==> src/rtl/torreta_controle_disparo.sv <==
// Fire-control sequencer: arm -> fire -> reload -> cooldown cycle per threat,
// plus ownership of the magazine round counter.
module torreta_controle_disparo #(
    parameter int N_MUNICAO  = 4,
    parameter int CAPACIDADE = 15,
    parameter int T_ARMAR    = 25_000_000,
    parameter int T_DISPARO  = 5_000_000,
    parameter int T_RECARGA  = 25_000_000,
    parameter int T_ESPERA   = 50_000_000,
    parameter int N_TIMER    = 27
) (
    input  logic                 clock,
    input  logic                 reset,
    input  logic                 ligar,
    input  logic                 ameaca_detectada,
    input  logic                 posicao_pronto,
    input  logic                 recarregar_municao,
    output logic                 armar_disparo,
    output logic                 disparar,
    output logic                 recarregar_disparo,
    output logic [N_MUNICAO-1:0] contagem_municao,
    output logic                 sem_municao,
    output logic                 ocupado,
    output logic [3:0]           db_estado
);

    typedef enum logic [3:0] {
        INICIAL      = 4'h0,
        OCIOSO       = 4'h1,
        ARMANDO      = 4'h2,
        DISPARANDO   = 4'h3,
        RECARREGANDO = 4'h4,
        ESPERA       = 4'h5,
        SEM_MUNICAO  = 4'hF
    } estado_t;

    localparam logic [N_TIMER-1:0]   FIM_ARMAR   = N_TIMER'(T_ARMAR - 1);
    localparam logic [N_TIMER-1:0]   FIM_DISPARO = N_TIMER'(T_DISPARO - 1);
    localparam logic [N_TIMER-1:0]   FIM_RECARGA = N_TIMER'(T_RECARGA - 1);
    localparam logic [N_TIMER-1:0]   FIM_ESPERA  = N_TIMER'(T_ESPERA - 1);
    localparam logic [N_MUNICAO-1:0] CARGA_CHEIA = N_MUNICAO'(CAPACIDADE);

    estado_t              estado;
    estado_t              estado_prox;
    logic [N_TIMER-1:0]   timer;
    logic                 estado_temporizado;
    logic                 municao_zero;
    logic                 ameaca_valida;
    logic                 tiro_concluido;
    logic                 recarga_aceita;

    assign estado_temporizado = (estado == ARMANDO) || (estado == DISPARANDO) ||
                                (estado == RECARREGANDO) || (estado == ESPERA);
    assign municao_zero   = (contagem_municao == '0);
    assign ameaca_valida  = ligar && ameaca_detectada;
    assign tiro_concluido = (estado == DISPARANDO) && (timer == FIM_DISPARO);
    assign recarga_aceita = recarregar_municao &&
                            ((estado == OCIOSO) || (estado == SEM_MUNICAO));

    // NOTE: sequential state uses non-blocking assignments so every register
    // samples the pre-edge values of the others, independent of block order.
    always_ff @(posedge clock or negedge reset) begin
        if (!reset) begin
            estado <= INICIAL;
        end else begin
            estado <= estado_prox;
        end
    end

    // Timer restarts on every state change so each timed state lasts exactly T_x cycles.
    always_ff @(posedge clock or negedge reset) begin
        if (!reset) begin
            timer <= '0;
        end else if ((estado_prox != estado) || !estado_temporizado) begin
            timer <= '0;
        end else begin
            timer <= timer + N_TIMER'(1);
        end
    end

    // The decrement only happens on a committed shot, which requires a non-empty magazine.
    always_ff @(posedge clock or negedge reset) begin
        if (!reset) begin
            contagem_municao <= CARGA_CHEIA;
        end else if (recarga_aceita) begin
            contagem_municao <= CARGA_CHEIA;
        end else if (tiro_concluido && !municao_zero) begin
            contagem_municao <= contagem_municao - N_MUNICAO'(1);
        end
    end

    // NOTE: estado_prox gets a default before the case so no path leaves it
    // unassigned, which would otherwise infer a latch.
    always_comb begin
        estado_prox = estado;
        unique case (estado)
            INICIAL: estado_prox = OCIOSO;
            OCIOSO: begin
                if (municao_zero) begin
                    estado_prox = SEM_MUNICAO;
                end else if (ameaca_valida && posicao_pronto) begin
                    estado_prox = ARMANDO;
                end
            end
            ARMANDO: begin
                if (!ameaca_valida) begin
                    estado_prox = OCIOSO;
                end else if (timer == FIM_ARMAR) begin
                    estado_prox = DISPARANDO;
                end
            end
            DISPARANDO: begin
                if (timer == FIM_DISPARO) begin
                    estado_prox = RECARREGANDO;
                end
            end
            RECARREGANDO: begin
                if (timer == FIM_RECARGA) begin
                    estado_prox = ESPERA;
                end
            end
            ESPERA: begin
                if (timer == FIM_ESPERA) begin
                    estado_prox = municao_zero ? SEM_MUNICAO : OCIOSO;
                end
            end
            SEM_MUNICAO: begin
                if (recarregar_municao) begin
                    estado_prox = OCIOSO;
                end
            end
            default: estado_prox = INICIAL;
        endcase
    end

    always_comb begin
        armar_disparo      = 1'b0;
        disparar           = 1'b0;
        recarregar_disparo = 1'b0;
        ocupado            = estado_temporizado;
        unique case (estado)
            ARMANDO:      armar_disparo      = 1'b1;
            DISPARANDO:   disparar           = 1'b1;
            RECARREGANDO: recarregar_disparo = 1'b1;
            default:      ;
        endcase
    end

    assign sem_municao = municao_zero;
    assign db_estado   = estado;

endmodule

==> config.mk <==
export PLATFORM = sky130hd
export DESIGN_NAME = torreta_controle_disparo
export DESIGN_NICKNAME = d
export VERILOG_FILES = /design/src/rtl/torreta_controle_disparo.sv
export SDC_FILE = /design/constraint.sdc
export NUM_CORES = 1
export LEC_CHECK = 0
export BUFFER_PORTS_ARGS = -buffer_cell sky130_fd_sc_hd__buf_2
export CAP_MARGIN = 15
export CORE_ASPECT_RATIO = 1.5
export CORE_MARGIN = 2
export CORE_UTILIZATION = 40
export CTS_BUF_LIST = sky130_fd_sc_hd__clkbuf_4 sky130_fd_sc_hd__clkbuf_8
export CTS_CLUSTER_SIZE = 40
export DETAILED_ROUTE_END_ITERATION = 7
export SYNTH_ARGS = -nofsm -noshare
export SYNTH_HDL_FRONTEND = slang
export SYNTH_SLANG_ARGS = --single-unit
==> constraint.sdc <==
create_clock -name clock -period 2.15 [get_ports clock]
set_input_delay 0.43 -clock clock [delete_from_list [all_inputs] [get_ports clock]]
set_output_delay 0.43 -clock clock [all_outputs]
set_load 0.01 [all_outputs]
==> out/metrics.yaml <==
drt_iter0_markers: 93
root_buffer: "clkbuf_8"
wl_um: 5590
rsz0062_at_grt: "yes"
critPathLaunch: "timer[20]"
clk_path_buf_depth: 2
crit_required_ps: 2320
synth-async-reset-ratio_pct: 100
core-area_um2: 5200
cp-end-kind: "flip-flop"
grt_pass1_wl_um: 8960
cts-htree-levels: 2
p_per_area_nw_per_um2: 658
syn_avg_cell_area_um2: 8.90
clock-sinks: 35
ys_ff_latch: 35
setup_viol: 27
drc: 0
cap_violations: 0
netlist_area_um2: 2180
antenna_found_initial: 0
grt_pass1_vias: 1925
clock_latency_ps: 280
netlist.area_leader.share_pct: 35.6
power.leakage_uw: 0.00125
gp_congestion: 0.885
drive_above_1_share_pct: 35.0
grt_max_degree: 36
synth-main-ff-cell: "dfrtp_1"
n_fill_cell: 497
nets: 310
syn_to_final_growth_pct: 30.9
finalCritPeriodShare_pct: 102
die_x_um: 64.3
io_buffers: 18
tns_ps: -436
max_clock_freq_mhz: 457
ir_drop_v: 0.000421
cp.arrival_ps: 2360
synth_nets: 253
dieArea_um2: 6070
max_slew_margin_pct: 48.4
synth_warnings: 0
grt_util_all_layers_pct: 19.2
yosysMostFrequentCell: "dfrtp_1"
whs_ps: 217
synth_common_cells: "dfrtp_1 (31), nor2_1 (29), nand2_1 (22)"
netlist_top_cells_area: "dfrtp_1 (36%), xor2_1 (6.4%), nor2_1 (5.0%)"
cts_tree: "done"
tightest_slew_ps: 774
worstHoldPathType: "in -> async"
period_needed_ps: 2190
overflow: 0
routed-via-count: 1984
wl_per_cell_um: 15.1
yosysTopAreaCell: "dfrtp_1"
finalMaxSlewViolations: 0
row_count: 32
r2r_start: "timer[20]"
violations: "setup timing"
netlist_instances: 245
antenna_left: 0
start_util_pct: 41.9
path_max_fanout: 7
cts_buffers: 5
synth-seq-area-share_pct: 40.4
fin_skew_ps: 8.14
crit_path_start_kind: "flip-flop"
status: "finished, violations left"
synth-edff-count: 0
die_h_um: 94.4
via_per_inst: 5.35
hpwl_um: 4080
diodes: 0
drtPass1Iterations: 4
path_clk_slew_ps: 70
fin_ws_ps: -38.4
final-hold-violation-count: 0
ios: 19
ys_types: 53
crit_type: "reg -> reg"
worst max-delay path: stages, from the launching register on:
cell and delay, ps:
dfrtp_1 420, and4_1 320, nand4_4 120, or4_1 510
o21a_1 210, o21ai_4 150, buf_6 160, buf_16 140
nor2_1 40
kinds of logic (layout without fill, tap and decap cells):
family | Yosys count | count (layout) | synth area share, %
buf+inv | 19 | 77 | 4.42
compound gates | 23 | 23 | 7.17
mux | 2 | 2 | 0.975
xor+xnor | 26 | 26 | 10.4
simple gates | 138 | 138 | 35.5
fa+ha+maj | 2 | 2 | 1.15
flops | 35 | 35 | 40.4
routing by layer:
layer  vias up  part of all wire [%]  global-route usage, %
met5         -                     0                      0
met4         0                   2.6                   9.22
met3        14                   3.3                   3.46
met2        45                    54                   36.7
met1       948                    40                   19.8
li1        977                     -                      -
cell type report:
cell class	instances	area [um^2]	area share [%]
Timing Repair Buffer	62	477	16.7
Multi-Input combinational cell	191	1290	45.2
Clock inverter	1	5.00	0.175
Clock buffer	7	83.8	2.94
Tap cell	68	85.1	2.98
Inverter	7	31.3	1.10
Sequential cell	35	883	31.0
path summary, 6_finish.rpt:
kind,to,slack (ps),cells after the start
max,timer[10],-40,8
min,timer[22],220,1
max in group asynchronous,timer[9],1390,1
min in group clock,contagem_municao[1],500,3
max reg2reg,timer[10],-40,8
min reg2reg,contagem_municao[2],510,2
report_power, final:
part / total (uW) / leakage (uW) / switching, uW / internal (uW)
logic: 671 / 0.000734 / 358 / 313
clock network: 479 / 0.0000491 / 227 / 252
registers: 728 / 0.000467 / 43.4 / 685
flip-flops by register name (all words and copies together), names as in the netlist:
name / count
contagem_municao: 4
db_estado: 4
timer: 27
stage by stage:
stage	total power, uW	instance area, um^2	cells	worst slack (ps)	utilization [%]
after floorplan	1080	2230	245	-85.2	-
after global placement	1230	2620	356	-9.75	50.3
after detailed placement	1240	2620	356	-19.3	50.3
after CTS	1880	2800	369	-8.52	53.8
after global routing	1980	2850	371	-122	54.8
final	1880	2850	371	-38.4	54.8
timing repair:
item / 4_1_cts / 5_1_grt
pin swaps: 4 / 5
cloned: 2 / 0
setup buffers: 3 / 2
hold buffers: 0 / 0
gates resized for setup: 6 / 9
setup endpoints to repair: 27 / 30
layout by cell type, fill, tap and decap left out, types with 2 or more instances in the layout:
master / n
o21ai_0: 3
nand4_1: 8
nor3_1: 9
buf_4: 40
inv_2: 2
nand3_1: 20
buf_16: 2
dfrtp_1: 29
a21oi_1: 6
nor4b_1: 4
dfrtp_2: 2
nor3b_1: 2
nand2_1: 21
and4_1: 3
buf_2: 18
inv_1: 4
nor2_2: 12
dfstp_2: 4
or4_1: 3
nor2_1: 27
xor2_1: 16
and3b_1: 3
xnor2_1: 10
clkbuf_4: 2
nand2b_1: 3
clkbuf_8: 5
and3_1: 7
No activity file was read; power rests on OpenSTA's default activity.
